## src/rtl/sumador_restador_serial_pkg.sv

```systemverilog
// sumador_restador_serial_pkg: shared state encoding and op codes for the bit-serial adder/subtractor.
// Revision: 1.0
`default_nettype none

package sumador_restador_serial_pkg;

  typedef enum logic [1:0] {
    IDLE  = 2'd0,
    SHIFT = 2'd1,
    DONE  = 2'd2
  } state_t;

  localparam logic OP_ADD = 1'b0;
  localparam logic OP_SUB = 1'b1;

endpackage

`default_nettype wire

```

## src/rtl/sumador_restador_serial_cell.sv

```systemverilog
// sumadorCompleto: one-bit full-adder cell (sum and carry out of a + b + cin).
// Revision: 1.0
`default_nettype none

module sumadorCompleto (
  input  logic a,
  input  logic b,
  input  logic cin,
  output logic s,
  output logic co
);

  assign s  = a ^ b ^ cin;
  assign co = (a & b) | (cin & (a ^ b));

endmodule

`default_nettype wire

```

## src/rtl/sumador_restador_serial.sv

```systemverilog
// sumador_restador_serial: N-bit bit-serial adder/subtractor, LSB first, with start/done handshake.
// Revision: 1.0
`default_nettype none

module sumador_restador_serial
  import sumador_restador_serial_pkg::*;
#(
  parameter int N = 4
) (
  input  logic         clk,
  input  logic         rst,
  input  logic         start,
  input  logic         op,
  input  logic [N-1:0] a,
  input  logic [N-1:0] b,
  output logic         busy,
  output logic         done,
  output logic [N-1:0] result,
  output logic         cout,
  output logic         overflow
);

  localparam int CW = (N > 2) ? $clog2(N) : 1;
  localparam logic [CW-1:0] CNT_PEN  = CW'(N - 2);
  localparam logic [CW-1:0] CNT_LAST = CW'(N - 1);

  state_t        state_q, state_d;
  logic [N-1:0]  sa_q, sa_d;
  logic [N-1:0]  sb_q, sb_d;
  logic [N-1:0]  result_q, result_d;
  logic [CW-1:0] cnt_q, cnt_d;
  logic          carry_q, carry_d;
  logic          c_msb_in_q, c_msb_in_d;
  logic          cout_q, cout_d;
  logic          overflow_q, overflow_d;

  logic cell_s;
  logic cell_co;

  sumadorCompleto u_cell (
    .a   (sa_q[0]),
    .b   (sb_q[0]),
    .cin (carry_q),
    .s   (cell_s),
    .co  (cell_co)
  );

  always_comb begin
    state_d    = state_q;
    sa_d       = sa_q;
    sb_d       = sb_q;
    result_d   = result_q;
    cnt_d      = cnt_q;
    carry_d    = carry_q;
    c_msb_in_d = c_msb_in_q;
    cout_d     = cout_q;
    overflow_d = overflow_q;

    case (state_q)
      SHIFT: begin
        result_d = {cell_s, result_q[N-1:1]};
        sa_d     = sa_q >> 1;
        sb_d     = sb_q >> 1;
        carry_d  = cell_co;
        cnt_d    = cnt_q + CW'(1);
        if (cnt_q == CNT_PEN) begin
          c_msb_in_d = cell_co;
        end
        if (cnt_q == CNT_LAST) begin
          state_d    = DONE;
          cout_d     = cell_co;
          overflow_d = c_msb_in_q ^ cell_co;
        end
      end
      default: begin
        // IDLE and DONE both accept a new operation, giving back-to-back throughput.
        if (start) begin
          sa_d    = a;
          sb_d    = b ^ {N{op}};
          carry_d = op;
          cnt_d   = '0;
          state_d = SHIFT;
        end else begin
          state_d = IDLE;
        end
      end
    endcase
  end

  always_ff @(posedge clk or posedge rst) begin
    if (rst) begin
      state_q    <= IDLE;
      sa_q       <= '0;
      sb_q       <= '0;
      result_q   <= '0;
      cnt_q      <= '0;
      carry_q    <= 1'b0;
      c_msb_in_q <= 1'b0;
      cout_q     <= 1'b0;
      overflow_q <= 1'b0;
    end else begin
      state_q    <= state_d;
      sa_q       <= sa_d;
      sb_q       <= sb_d;
      result_q   <= result_d;
      cnt_q      <= cnt_d;
      carry_q    <= carry_d;
      c_msb_in_q <= c_msb_in_d;
      cout_q     <= cout_d;
      overflow_q <= overflow_d;
    end
  end

  assign busy     = (state_q == SHIFT);
  assign done     = (state_q == DONE);
  assign result   = result_q;
  assign cout     = cout_q;
  assign overflow = overflow_q;

endmodule

`default_nettype wire

```

## config.mk

```make
export PLATFORM = sky130hd
export DESIGN_NAME = sumador_restador_serial
export DESIGN_NICKNAME = d
export VERILOG_FILES = /design/src/rtl/sumador_restador_serial_pkg.sv /design/src/rtl/sumador_restador_serial_cell.sv /design/src/rtl/sumador_restador_serial.sv
export SDC_FILE = /design/constraint.sdc
export NUM_CORES = 1
export LEC_CHECK = 0
export CAP_MARGIN = 20
export CELL_PAD_IN_SITES_DETAIL_PLACEMENT = 1
export CELL_PAD_IN_SITES_GLOBAL_PLACEMENT = 1
export CORE_AREA = 5 5 60 51
export DETAILED_ROUTE_END_ITERATION = 16
export DIE_AREA = 0 0 65 56
export PLACE_DENSITY = 0.77
export SKIP_LAST_GASP = 1
export SLEW_MARGIN = 20
export SYNTH_ARGS = -nofsm -noshare
export SYNTH_HDL_FRONTEND = slang
export SYNTH_SLANG_ARGS = --single-unit
```

## constraint.sdc

```tcl
create_clock -name clk -period 2.6 [get_ports clk]
set_input_delay 0.39 -clock clk [delete_from_list [all_inputs] [get_ports clk]]
set_output_delay 0.39 -clock clk [all_outputs]
set_load 0.05 [all_outputs]
```

==> impl_summary.md <==
Status
The flow ran to the end, and the final reports show no timing, DRC or antenna violations.

Logic synthesis
The gate count after technology mapping is 77. The sequential-to-total area share from yosys stat is 53.55%. Counting every net in the synthesized netlist gives 92.

The Yosys step of the flow raised 0 warnings. The distinct cell type count after synthesis is 20. In this run the mean area of a mapped cell was 12.14 µm².

Counting flops and latches in the post-synthesis netlist gives 20. The synthesized netlist occupies a cell area of 934.6 µm².

Place
The number of instances in the placed design is 119. In this run the tool buffered the top-level ports with 19 buffer cells. The post-placement setup slack is 0.7894 ns. The total half-perimeter wirelength after legalization and detailed placement is 1.420 mm. The routability congestion estimate from global placement is 0.6978.

Global routing
The number of global-route vias before repair was 667. The overall track demand over capacity in global routing is 11.06%. The first-pass GRT wire length is 3.049 mm. Summed over all layers, the global routing overflow is 0. The number of antenna violations at the first check in global routing is 0. The pin count of the biggest net entering global routing is 22.

Clocking
The maximum root-to-sink buffer count is 2. The number of hold buffers added after CTS is 0. For this design, the sink count on the clock tree is 20.

At the later pin of the worst-skew pair, clock insertion delay measures 0.29 ns. Once the clock tree was built, the setup fixing pass inserted 0 buffers. Buffers inserted during clock tree synthesis total 3. Clock-pin slew was measured on the worst setup and hold paths at 0.10 ns. TritonCTS built the clock tree.

CTS built an H-tree with a depth of 1. Post-CTS repair changed the size of 0 cells. The root buffer cell is sky130_fd_sc_hd__clkbuf_4.

Critical path
The signal on the critical path passes through nor2b_4, clkdlybuf4s50_1. The category of the worst setup path launch point is a flop. The end of the worst register-to-register path is cout$_DFFE_PP0P_. The required time of the critical path is 2.21 ns. The highest cell delay on the worst timing path is 0.83 ns. The reg-to-reg startpoint is state_q[1]$_DFFE_PP0P_. At the worst endpoint, the arrival time is 1.73 ns. The capturing element type of the critical path is a primary output.

For the worst flop-to-flop path, the logic depth is 4. The largest individual stage delay along the critical path comes from the cell sky130_fd_sc_hd__clkdlybuf4s50_1. The count of buffer and inverter cells on the critical path is 1. The setup check on the worst reg-to-reg path leaves a slack of 1.12 ns. The critical setup path kind is flop to primary output.

The largest fanout of any net on the critical path is 7. The cell family contributing the most delay on the critical path is buffers and inverters.

STA
The accumulated negative setup slack is 0 ns. Between clock sinks in the finished design, the worst skew comes to 0.002193 ns. The final critical delay including setup and external delays is 2.123 ns.

In the post-route analysis, the smallest setup slack over all paths is 0.4769 ns. The number of slew-limit violations in the final report is 0. Hold timing on the final database bottoms out at a slack of 0.5023 ns.

The final worst-path cycle share is 81.66%. The timing-limited maximum frequency is 471.0 MHz. The headroom to the max-slew limit is 48.78%. For the pin with the worst max-slew slack, the measured transition is 0.7675 ns. The final hold violation count is 0. The number of setup violations in the final report is 0. Setup repair after global routing left no endpoint under its margin.

Power and ir drop
The analysis attributes to cell leakage a power of 0.5366 nW. The relative contribution of combinational cells to total power is 52.2%. The share of total power dissipated in the clock network is 10.0%. The total power after layout is 1.425 mW. In this run the power spent charging and discharging nets is 0.6064 mW. The switching part of the total power is 42.55%. Across the VDD grid, the largest voltage drop is 792.8 µV. The internal power is 0.8188 mW.

The power density over the cells is 1231 nW/µm². The proportion of power drawn by flip-flops and latches is 37.8%.

Die
20 I/O pins were placed. The floorplan row count is 16. The die is 56 µm tall. The die outline area is 3640 µm². The initial cell density of the core is 39.23%. The core region area is 2382 µm². From left edge to right edge, the die measures 65 µm.

Route
The DRC marker count from the first detailed-route iteration is 8. The detailed-routing iteration count for the pre-antenna-repair pass is 2. After detailed routing, the number of remaining DRC violations is 0.

The wire length after detailed routing is 1.813 mm. The via count of the routed design is 607. The detail-routed net length per standard cell is 14.86 µm. The antenna violation net count after detailed routing is 0. Using the TritonRoute via totals, the vias-per-cell ratio works out to 4.975.

Min path
Along the worst hold path, the cell count comes to 2. The min-delay analysis places its worst path in the category flop to flop. The startpoint identified for the worst hold timing path is sb_q[1]$_DFFE_PP0P_. The worst hold endpoint is sb_q[0]$_DFFE_PP0P_.

Cells and area
Relative to the synthesized area, the layout overhead comes to 23.83%. The number of nets in the layout is 112. The post-route netlist has 13.68% of its cells at a drive strength greater than 1. 0 antenna diodes ended up in the layout. The final standard cell count with taps included and fillers excluded is 122. The filler cells instantiated in the layout total 266.

Flow run
Max-cap violations in this run came to 0.
[layer usage]
layer	vias to the layer above	routed length [µm]	global-route usage (%)
li1	292	-	-
met1	297	768	13.22
met2	18	934	18.22
met3	0	109	5.253
met4	0	0	1.807
met5	-	0	0
[worst min-delay path, delay by kind of cell (launching register included)]
family,cells,cell delay (ns)
flip-flops,1,0.36
AO/OA/AOI/OAI,1,0.06
AND/OR/NAND/NOR,1,0.05
[power by group through the flow]
stage	Combinational (mW)	Clock, mW	Sequential, mW
after CTS	0.763	0.152	0.542
after global routing	0.801	0.163	0.558
final	0.743	0.142	0.539
after floorplan	0.407	0	0.687
after global placement	0.731	0	0.538
after detailed placement	0.763	0	0.547
[flip-flops by register name, summed over array words and instances, names as in the netlist, 2 cells and up]
name,count
state_q,2
result,4
cnt_q,2
sa_q,4
sb_q,4
[Yosys cell counts]
cell type                  instances  area (µm²)
sky130_fd_sc_hd__buf_6             1       11.26
sky130_fd_sc_hd__xnor2_1           2       17.52
sky130_fd_sc_hd__and2b_1           1       7.510
sky130_fd_sc_hd__buf_2             4       20.02
sky130_fd_sc_hd__nand2b_1          1       6.260
sky130_fd_sc_hd__xor2_1            3       26.28
sky130_fd_sc_hd__mux2i_1           9       90.09
sky130_fd_sc_hd__ha_1              2       25.02
sky130_fd_sc_hd__a21oi_1           2       10.01
sky130_fd_sc_hd__a211oi_1          1       7.510
sky130_fd_sc_hd__fa_1              1       20.02
sky130_fd_sc_hd__nor2b_4           1       13.76
sky130_fd_sc_hd__dfrtp_1          20       500.5
sky130_fd_sc_hd__and2_4            1       8.760
sky130_fd_sc_hd__o21ai_0           7       35.03
sky130_fd_sc_hd__inv_1             2       7.510
sky130_fd_sc_hd__nor2_1            4       15.01
sky130_fd_sc_hd__mux2_4            1       15.01
sky130_fd_sc_hd__nand2_1           8       30.03
sky130_fd_sc_hd__mux2_2            6       67.56
[how the worst max path moves through the flow]
stage	start	to	depth (start not counted)
after floorplan	state_q[1]$_DFFE_PP0P_	busy	3
after global routing	state_q[1]$_DFFE_PP0P_	busy	2
after CTS	state_q[1]$_DFFE_PP0P_	busy	2
after detailed placement	start	cnt_q[0]$_DFFE_PP0P_	3
after global placement	state_q[1]$_DFFE_PP0P_	busy	2
final	state_q[1]$_DFFE_PP0P_	busy	2
[layout by cell type, fill, tap and decap left out, types with 2 or more instances in the layout]
master,Yosys,final
sky130_fd_sc_hd__xnor2_1,2,2
sky130_fd_sc_hd__inv_1,2,2
sky130_fd_sc_hd__clkdlybuf4s50_1,0,19
sky130_fd_sc_hd__o21ai_0,7,7
sky130_fd_sc_hd__dfrtp_1,20,20
sky130_fd_sc_hd__mux2i_1,9,9
sky130_fd_sc_hd__ha_1,2,2
sky130_fd_sc_hd__nor2_1,4,4
sky130_fd_sc_hd__nand2_1,8,8
sky130_fd_sc_hd__mux2_2,6,6
sky130_fd_sc_hd__a21oi_1,2,2
sky130_fd_sc_hd__xor2_1,3,3
sky130_fd_sc_hd__clkbuf_4,0,3
[metrics by stage]
stage / utilization [%] / instance area, µm²
6_report: 48.58 / 1157
5_1_grt: 48.58 / 1157
4_1_cts: 48.58 / 1157
3_5_place_dp: 47.64 / 1135
3_3_place_gp: 47.64 / 1135
2_1_floorplan: - / 934.6
[cell families (layout without fill, tap and decap cells)]
logic type / count (synthesis) / after routing / share of synthesized area (%)
xor gates and xnor gates: 5 / 5 / 4.686
and+or+nand+nor: 16 / 16 / 8.702
adders and majority gates: 3 / 3 / 4.819
buffers and inverters: 7 / 25 / 4.150
AOI/OAI and AO/OA: 10 / 10 / 5.622
muxes: 16 / 16 / 18.47
DFF: 20 / 20 / 53.55
[cell type report]
| type | count | area, µm² | area share [%] |
|---|---|---|---|
| flip-flops and latches | 20 | 500.5 | 43.24 |
| multi-input cells | 50 | 395.4 | 34.16 |
| well taps | 27 | 33.78 | 2.919 |
| clock buffers | 3 | 22.52 | 1.946 |
| repair buffers | 20 | 197.7 | 17.08 |
| inverters | 2 | 7.507 | 0.6486 |
No activity file was read; power rests on OpenSTA's default activity.
